`src/rtl/reaction_timer_unit.sv`:
```
// reaction_timer_unit: ms prescaler, saturating ms counter with random delay load, game countdown and LFSR
module reaction_timer_unit #(
    parameter int CLK_HZ       = 50_000_000,
    parameter int MAX_MS       = 2047,
    parameter int GAME_SECONDS = 10,
    parameter int LED_NUM      = 18,
    parameter int MIN_DELAY_MS = 500
) (
    input  logic                            clk,
    input  logic                            reset,
    input  logic                            timer_reset,
    input  logic                            up,
    input  logic                            enable,
    input  logic                            game_reset,
    input  logic                            game_timer_enable,
    output logic [$clog2(MAX_MS)-1:0]       timer_value,
    output logic [$clog2(GAME_SECONDS)-1:0] game_timer_value,
    output logic [$clog2(LED_NUM)-1:0]      random_value,
    output logic                            ms_tick,
    output logic                            game_over
);
    localparam int PERIOD = CLK_HZ / 1000;
    localparam int PW = PERIOD > 1 ? $clog2(PERIOD) : 1;
    localparam int TW = $clog2(MAX_MS);
    localparam int GW = $clog2(GAME_SECONDS);
    localparam int RW = $clog2(LED_NUM);

    logic [PW-1:0] presc_q, presc_d;
    logic          tick_q, tick_d;
    logic [TW-1:0] timer_q, timer_d;
    logic [GW-1:0] game_q, game_d;
    logic [9:0]    sub_q, sub_d;
    logic [15:0]   lfsr_q, lfsr_d;
    logic [RW-1:0] rand_q, rand_d;
    logic [11:0]   delay_sum;

    assign delay_sum = 12'(MIN_DELAY_MS) + {2'b00, lfsr_q[9:0]};

    // prescaler restarts on a load so the next tick is a full ms away; LFSR and random index run every cycle
    always_comb begin
        presc_d = (timer_reset || presc_q == PW'(PERIOD - 1)) ? '0 : presc_q + 1'b1;
        tick_d  = !timer_reset && presc_q == PW'(PERIOD - 1);
        lfsr_d  = lfsr_q[0] ? (lfsr_q >> 1) ^ 16'hB400 : lfsr_q >> 1;
        rand_d  = RW'(lfsr_q % 16'(LED_NUM));
    end

    // ms counter: load has priority over a coinciding tick; counting saturates at both ends
    always_comb begin
        timer_d = timer_q;
        if (timer_reset)
            timer_d = up ? '0 : (delay_sum > 12'(MAX_MS) ? TW'(MAX_MS) : TW'(delay_sum));
        else if (enable && tick_q)
            timer_d = up ? (timer_q == TW'(MAX_MS) ? timer_q : timer_q + 1'b1)
                         : (timer_q == '0 ? timer_q : timer_q - 1'b1);
    end

    // game countdown: ms sub-counter wraps every 1000 ticks and then takes one second off, stopping at zero
    always_comb begin
        game_d = game_q;
        sub_d  = sub_q;
        if (game_reset) begin
            game_d = GW'(GAME_SECONDS);
            sub_d  = '0;
        end else if (game_timer_enable && tick_q) begin
            sub_d = sub_q == 10'd999 ? '0 : sub_q + 1'b1;
            if (sub_q == 10'd999 && game_q != '0)
                game_d = game_q - 1'b1;
        end
    end

    // state registers, cleared asynchronously
    always_ff @(posedge clk or posedge reset) begin
        if (reset) begin
            presc_q <= '0;
            tick_q  <= 1'b0;
            timer_q <= '0;
            game_q  <= GW'(GAME_SECONDS);
            sub_q   <= '0;
            lfsr_q  <= 16'hACE1;
            rand_q  <= '0;
        end else begin
            presc_q <= presc_d;
            tick_q  <= tick_d;
            timer_q <= timer_d;
            game_q  <= game_d;
            sub_q   <= sub_d;
            lfsr_q  <= lfsr_d;
            rand_q  <= rand_d;
        end
    end

    assign timer_value      = timer_q;
    assign game_timer_value = game_q;
    assign random_value     = rand_q;
    assign ms_tick          = tick_q;
    assign game_over        = game_q == '0;
endmodule

```
`config.mk`:
```
export PLATFORM = sky130hd
export DESIGN_NAME = reaction_timer_unit
export DESIGN_NICKNAME = d
export VERILOG_FILES = /design/src/rtl/reaction_timer_unit.sv
export SDC_FILE = /design/constraint.sdc
export NUM_CORES = 1
export LEC_CHECK = 0
export ABC_AREA = 1
export BUFFER_PORTS_ARGS = -buffer_cell sky130_fd_sc_hd__buf_2
export CORE_ASPECT_RATIO = 0.75
export CORE_UTILIZATION = 35
export CTS_CLUSTER_SIZE = 24
export DETAILED_ROUTE_END_ITERATION = 6
export GPL_ROUTABILITY_DRIVEN = 0
export GPL_TIMING_DRIVEN = 1
export HOLD_SLACK_MARGIN = 0.05
export PLACE_DENSITY_LB_ADDON = 0.15
export SKIP_CTS_REPAIR_TIMING = 1
export SYNTH_ARGS = -nofsm -noshare
export SYNTH_HDL_FRONTEND = slang
export SYNTH_SLANG_ARGS = --single-unit
```
`constraint.sdc`:
```
create_clock -name clk -period 14.95 [get_ports clk]
set_input_delay 1.495 -clock clk [delete_from_list [all_inputs] [get_ports clk]]
set_output_delay 1.495 -clock clk [all_outputs]
set_load 0.02 [all_outputs]
```
* Word level (Yosys, flattened, before mapping)
Index checks and enable logic that the tools add are counted.
** Word-level totals
- Bits in registers :: 63
- Bits in latches :: 0
- Memory bits (writable) :: 0
- ROM bits :: 0
- Word-level logic and storage cells :: 50
- Memories kept :: 0
** Cells by class
- Add/subtract/negate cells :: 6
- $mul :: 0
- Divide/modulo/power cells :: 1
- $lt $le $gt $ge :: 1
- Eq/ne operators :: 5
- Shift operators :: 0
- Mux-type cells :: 15
- Bitwise logic cells :: 1
- Reduce and logical (&&, ||, !) cells :: 14
** Operators with widths (number)
- 11-bit 2-to-1 mux :: 7
- 16-bit 2-to-1 mux :: 2
- 10-bit 2-to-1 mux :: 3
- 16-bit by 1-bit adder with 16-bit output, second input constant :: 1
- 16-bit equality test, second input constant :: 1
- 16-bit by 5-bit remainder unit with 16-bit output, second input constant :: 1
- 4-bit 2-to-1 mux :: 3
- 11-bit by 1-bit adder with 11-bit output, second input constant :: 1
- 9-bit by 10-bit adder with 11-bit output, first input constant :: 1
- 11-bit equality test, second input constant :: 1
- 11-bit > comparator, second input constant :: 1
- 11-bit zero test :: 1
- 11-bit by 1-bit subtractor with 11-bit output, second input constant :: 1
- 10-bit by 1-bit adder with 10-bit output, second input constant :: 1
- 10-bit equality test, second input constant :: 1
- 3-bit inequality test, second input constant :: 2
- 2-bit nonzero test :: 3
- 1-bit logical AND :: 4
- 4-bit zero test :: 1
- 3-bit inverter with 4-bit output :: 1
- 4-bit nonzero test :: 1
- 4-bit by 1-bit subtractor with 4-bit output, second input constant :: 1
- 3-bit AND reduction :: 1
- 2-bit AND reduction :: 1
- 2 further kinds :: 2

* Logic depth before layout (Yosys ltp)
Gate-level depths: netlist of the first run.
- Depth after elaboration :: 5
- Gate-level depth with buffers :: 67
- Gate-level depth less buffers :: 67

* Worst setup path before layout of the first run
Ideal clock, no wire load.
- Path kind :: register -> register
- Start point :: reg lfsr_q[3]
- End point :: reg rand_q[3], in the netlist random_value[3]
- Library setup time :: 117 ps
- Arrival :: 5153 ps
- Data required time :: 14833 ps
- Path slack :: 9681 ps
- Cell stages (with the launch flop) :: 56
- Path buffers :: 0
- Cells stage by stage :: dfrtp_1 -> inv_1 -> ha_1 -> inv_1 -> nor2_1 -> inv_1 -> nor2_1 -> nand3_1 -> xor2_1 -> inv_1 -> nand4_1 -> nand2_1 -> nand2_2 -> nand2_1 -> nand4_1 -> nand2_2 -> nand2_2 -> nand2_2 -> (+20 left out) -> nand3_1 -> nand2_4 -> nand3_4 -> nand2_4 -> nand2_4 -> nand2_2 -> nand2_2 -> inv_2 -> nand2_2 -> nand3_2 -> nand2_1 -> nand2_1 -> inv_1 -> ha_1 -> nand3_1 -> nand2_1 -> nand2_1 -> nand2_1
** Between the ends
- Cells in the longest elaborated chain, start to end :: 1
** RTL lines
- start: declaration :: RTL line 33 : logic [15:0] lfsr_q, lfsr_d;
- start signal: assignment :: RTL line 87 : lfsr_q <= lfsr_d;
- 16-bit by 5-bit remainder unit with 16-bit output :: RTL line 44 : rand_d = RW'(lfsr_q % 16'(LED_NUM));
- net rand_d[3] :: RTL line 34 : logic [RW-1:0] rand_q, rand_d;
- end signal: assignment :: RTL line 88 : rand_q <= rand_d;
- end: declaration :: RTL line 34
The timed path passes the listed nets, and every way through them passes these cells.
A chain may end at the register's enable or synchronous reset.

* Worst setup path in the final report of the first run
Same ends and word-level chain as after synthesis.

==> metrics.yaml, run 1 <==
outcome: "completed"
multi_input_area_mm2: 0.00269
drc: 0
globalRoute.totalOverflow: 0
critical_path.endpoint_type: "flip-flop"
hold_start: "lfsr_q[6]"
totalWireLength_um: 10600
worst_ep_arrival_time_ps: 6350
min_period_ps: 6130
synthArstFlopShare: 1.00
syn_avg_cell_area_um2: 7.04
synth.mux.area_fraction: 0
p_int_uw: 357
hpwl_um: 8040
synth_most_common_cell: "nand2_1"
nNetsFinal: 726
setup-tns-final_ps: 0
finClkSkew_ps: 10.6
cellLeakagePower_nw: 2.81
ir_worst_vdd_mv: 0.0517
critPathRequiredTime_ps: 15170
routedWlPerCell_um: 12.1
hp-class: "reg -> reg"
vias: 4222
seq_area_mm2: 0.00159
routed-wl-met2_um: 4610
setup_viol: 0
synth_compound_area_frac: 0.0908
critical-path-max-stage-delay_ps: 450
grt_pass1_wl_um: 18500
ys_types: 43
p_sw_uw: 131
cts_buffer_depth: 2
cts.sinks: 63
maxCapViolations: 0
crit_buf_inv: 6
insertion_delay_ps: 330
min_period_over_period: 0.410
syn-num-nets: 689
top_layer: "met4"
fmax_mhz: 163
met3WireLength_um: 390
drive_gt1_frac: 0.176
synth.largest_area_cell: "dfrtp_1"
power.clock.fraction: 0.476
seqPwrFrac: 0.386
path_max_fanout: 8
synthSimpleGateAreaFrac: 0.393
numCtsBuffers: 9
die_w_um: 135
areaGrowthSynthToFinish_pct: 14.6
path_class: "reg -> reg"
pwr_density_cell_mw_per_mm2: 91.1
yosysWarnings: 0
root_buffer: "clkbuf_16"
seq_area_frac_synth: 0.340
crit_family: "simple AND/OR/NAND/NOR gates"
synth_common_cells: "147 x nand2_1, 89 x inv_1, 81 x nor2_1"
drtIter0Drc: 187
holdPathStages: 0
slew_viol_final: 0
via_per_inst: 4.81
port_buffers: 28
cts_tree: "yes"
synth_top_family_by_area: "simple AND/OR/NAND/NOR gates"
synth_edf_count: 0
placed_cells: 861
core_mm2: 0.0130
cpMostUsedCell: "nand2_1"
yosys-top-cells-area: "dfrtp_1 28%, nand2_1 12%, inv_1 7.1%"
hold_violations: 0
grt_start_max_net_pins: 64
worstMarginPinSlew_ps: 807
combPwrFrac: 0.138
syn_inst: 664
stdcell_count: 877
grt_use_total: 0.167
die_h_um: 102
grt_pass1_vias: 3920
p_sw_frac: 0.268
holdPathEnd: "lfsr_q[5]"
slew_headroom: 0.462
slowest_stage: "dfrtp_1"
synth.cell_area_mm2: 0.00467
path_clk_slew_ps: 50
synthAdderAreaFrac: 0.0498
r2r_slack_ps: 8820
start_kind: "flip-flop"
r2r-end: "random_value[3]"
dieArea_mm2: 0.0138
antenna_cells: 0
antenna_found_initial: 0
htree_levels: 3
ys.flop_type: "dfrtp_1"
reg2regPathDepth: 56
top_level_ports: 29
synthXorXnorAreaFrac: 0.0412
rsz0062_at_grt: "no"
start_util: 0.359
fillers: 1320
met1_length_um: 5550
synth_top_area_frac: 0.284
final_antenna_net_count: 0
placementRows: 36
first_pass_iters: 4
r2r_start: "lfsr_q[3]"
synth-seq-cells: 63
## layout make-up
class                           instances  share of cell area
Multi-Input combinational cell        495               0.501
Sequential cell                        63               0.297
Inverter                              103              0.0724
Clock buffer                           11              0.0472
Tap cell                              171              0.0399
Timing Repair Buffer                   29              0.0276
Clock inverter                          5              0.0149
## stage by stage
step                      power, mW  setup WS (ps)  hold WS, ps  utilization  instance area [um2]
after CTS                     0.494           8870          385        0.411                 5360
after global placement        0.258           9050          379        0.386                 5020
final                         0.488           8820          385        0.411                 5360
after global routing          0.513           7990          391        0.411                 5360
after detailed placement      0.260           8880          378        0.386                 5020
after floorplan               0.238           9680          367            -                 4670
## how the worst max path moves through the flow
stage | startpoint | to | slack, ps | depth (start not counted)
6_report | lfsr_q[3] | random_value[3] | 8820 | 56
5_1_grt | lfsr_q[3] | random_value[3] | 7990 | 56
4_1_cts | lfsr_q[3] | random_value[3] | 8870 | 56
3_5_place_dp | lfsr_q[3] | random_value[3] | 8880 | 53
3_3_place_gp | lfsr_q[3] | random_value[3] | 9050 | 58
2_1_floorplan | lfsr_q[3] | random_value[3] | 9680 | 55
## flip-flops by register name, indices dropped and copies added, names as in the netlist
name              cells
sub_q                10
presc_q              16
game_timer_value      4
timer_value          11
lfsr_q               16
ms_tick               1
random_value          5
## logic make-up after synthesis
logic type | Yosys count
xor+xnor | 22
flops | 63
compound gates | 74
simple gates | 381
fa+ha+maj | 18
buf+inv | 106
## metal layers
metal	GRT usage	vias up
met5	0	-
met4	0.0415	0
met3	0.0417	2
met2	0.258	51
met1	0.234	1946
li1	-	2223
## cells in the final DEF (no fill, tap or decap), drive strengths merged, types with 2 or more instances in the layout
master and instances:
nor3b 6, nand4 24, dfstp 10, xnor2 3, dfrtp 53, or2 2, buf 29, o31ai 2
o21bai 5, o22ai 2, ha 17, a221oi 2, bufinv 2, nor3 10, o21a 2, o21ai 22
nand3 57, nand2 189, clkinvlp 2, clkinv 5, clkbuf 11, nor4 5, xor2 19, nor2 85
inv 99, a21oi 31, a31oi 4
## power groups by stage
stage | clock network [mW] | registers (mW) | logic (mW)
final | 0.232 | 0.188 | 0.0675
after global routing | 0.245 | 0.190 | 0.0782
after CTS | 0.237 | 0.188 | 0.0686
after detailed placement | 0 | 0.191 | 0.0683
after global placement | 0 | 0.191 | 0.0669
after floorplan | 0 | 0.197 | 0.0411
No activity file was read; power rests on OpenSTA's default activity.
==> run 2, diff against run 1 <==
- clock period: 14.95 -> 6.2 ns (I/O delays scaled with it)
==> run 2 against run 1 <==
Sequential share of layout area fell by 1.3 points. Power rose by 140%. Clock skew fell by 2.6 ps. Cell area rose by 4.6%. Non-clock buffer count rose by 17. Worst hold slack got worse by 0.61 ps. Global-route usage fell by 0.096 points. Combinational power rose by 140%. Flip-flop and latch count did not move. Register-to-register slack got worse by 8400 ps. Via count rose by 2.3%. Largest power group unchanged.
==> metrics.yaml, run 2 (synthesis results as in run 1) <==
min_period_over_period: 0.925  # +0.515
setup-tns-final_ps: 0  # unchanged
hpwl_um: 8110  # +0.89%
core_mm2: 0.0130  # unchanged
start_util: 0.359  # unchanged
top_level_ports: 29  # unchanged
critPathRequiredTime_ps: 6420  # -8750 ps
crit_start: "lfsr_q[3]"
nNetsFinal: 743  # +2.3%
totalWireLength_um: 10900  # +3.2%
cts_tree: "yes"
maxCapViolations: 0  # unchanged
path_max_fanout: 6  # -2
slew_headroom: 0.458  # -0.00413
fmax_mhz: 174  # +6.9%
areaGrowthSynthToFinish_pct: 19.9
insertion_delay_ps: 330  # about the same
ir_worst_vdd_mv: 0.145  # +180%
final_area_mm2: 0.00560  # +4.6%
placementRows: 36  # unchanged
cts_buffer_depth: 2  # unchanged
dieArea_mm2: 0.0138  # unchanged
slowest_stage: "dfrtp_2"
cts.sinks: 63  # unchanged
root_buffer: "clkbuf_16"
dpl_cell_area_mm2: 0.00502  # unchanged
final_antenna_net_count: 0  # unchanged
first_pass_iters: 4  # unchanged
critical_path.endpoint_type: "flip-flop"
hp-class: "reg -> reg"
fin_total_pwr_mw: 1.17  # +140%
start_kind: "flip-flop"
hold_violations: 0  # unchanged
grt_pass1_vias: 3885  # -0.89%
antenna_cells: 0  # unchanged
layout_common_cells: "140 x nand2_1, 85 x inv_1, 76 x nor2_1"
routedWlPerCell_um: 12.2  # +1.2%
grt_use_total: 0.166  # -0.000956
htree_levels: 3  # unchanged
die_h_um: 102  # unchanged
drtIter0Drc: 198  # +5.9%
numCtsBuffers: 9  # unchanged
final_common_cell: "nand2_1"
pwr_density_cell_mw_per_mm2: 210  # +130%
cpMostUsedCell: "nand2_2"
grt_pass1_wl_um: 18400  # -0.30%
outcome: "completed"
min_period_ps: 5740  # -397 ps
critical-path-max-stage-delay_ps: 420  # -30 ps
r2r_start: "lfsr_q[3]"
grt_start_max_net_pins: 64  # unchanged
setup_viol: 0  # unchanged
vias: 4318  # +2.3%
drc: 0  # unchanged
drive_gt1_frac: 0.227  # +0.0512
path_clk_slew_ps: 50  # about the same
path_class: "reg -> reg"
globalRoute.totalOverflow: 0  # unchanged
die_w_um: 135  # unchanged
port_buffers: 28  # unchanged
slew_viol_final: 0  # unchanged
holdWs_ps: 384  # -0.614 ps
cellLeakagePower_nw: 2.91  # +3.5%
hold_start: "lfsr_q[6]"
via_per_inst: 4.83  # +0.33%
finClkSkew_ps: 7.92  # -2.64 ps
final_util: 0.430  # +0.0189
worst_ep_arrival_time_ps: 5960  # -390 ps
antenna_found_initial: 0  # unchanged
worstMarginPinSlew_ps: 813  # +6.19 ps
==> run 2: changes by cell type in the layout (fill, tap and decap cells not counted), moves of 3 or more <==
cell | before | now
buf_4 | 1 | 18
nand2_1 | 147 | 140
nand2_4 | 7 | 12
nor2_1 | 81 | 76
nand3_1 | 53 | 49
nand3_2 | 3 | 7
inv_1 | 88 | 85
nor2_2 | 2 | 5
==> run 2: through the flow <==
stage               std cells  worst slack, ps
floorplan                 664              931
global placement          861              302
detailed placement        861              111
CTS                       877             93.9
global route              894            -74.6
finish                    894              464
==> run 2: layout make-up <==
| class | count | area (um2) |
|---|---|---|
| inverters | 103 | 394 |
| multi-input cells | 495 | 2800 |
| flip-flops and latches | 63 | 1590 |
| fillers | 1313 | 7410 |
| clock inverters | 5 | 80.1 |
| clock buffers | 11 | 253 |
| repair buffers | 46 | 275 |
| well taps | 171 | 214 |
==> run 2: worst max-delay path: cells and delay by family, from the launching register on <==
| kind | cells | cell delay (ps) |
|---|---|---|
| XOR/XNOR | 1 | 160 |
| AND/OR/NAND/NOR | 46 | 4070 |
| buffers and inverters | 7 | 590 |
| flip-flops | 1 | 420 |
| adder cells (fa/ha/maj) | 2 | 350 |
==> run 2: power breakdown <==
group / leakage (nW) / internal (mW) / total, mW / switching, mW
logic: 1.94 / 0.0578 / 0.163 / 0.105
registers: 0.813 / 0.430 / 0.454 / 0.0238
clock network: 0.158 / 0.373 / 0.557 / 0.184
total: 2.91 / 0.861 / 1.17 / 0.313
==> run 2: path summary, 6_finish.rpt <==
path                       slack, ps  cells past startpoint               to
max                              460                     56  random_value[3]
min                              380                      0        lfsr_q[5]
max reg2reg                      460                     56  random_value[3]
min reg2reg                      380                      0        lfsr_q[5]
max in group asynchronous       5100                      3        lfsr_q[2]
min in group asynchronous        510                      3         sub_q[9]
==> run 2: metal layers <==
layer / track usage / wire length, um
met3: 0.0392 / 413
met4: 0.0441 / 85
met1: 0.233 / 5640
met5: 0 / 0
met2: 0.256 / 4780
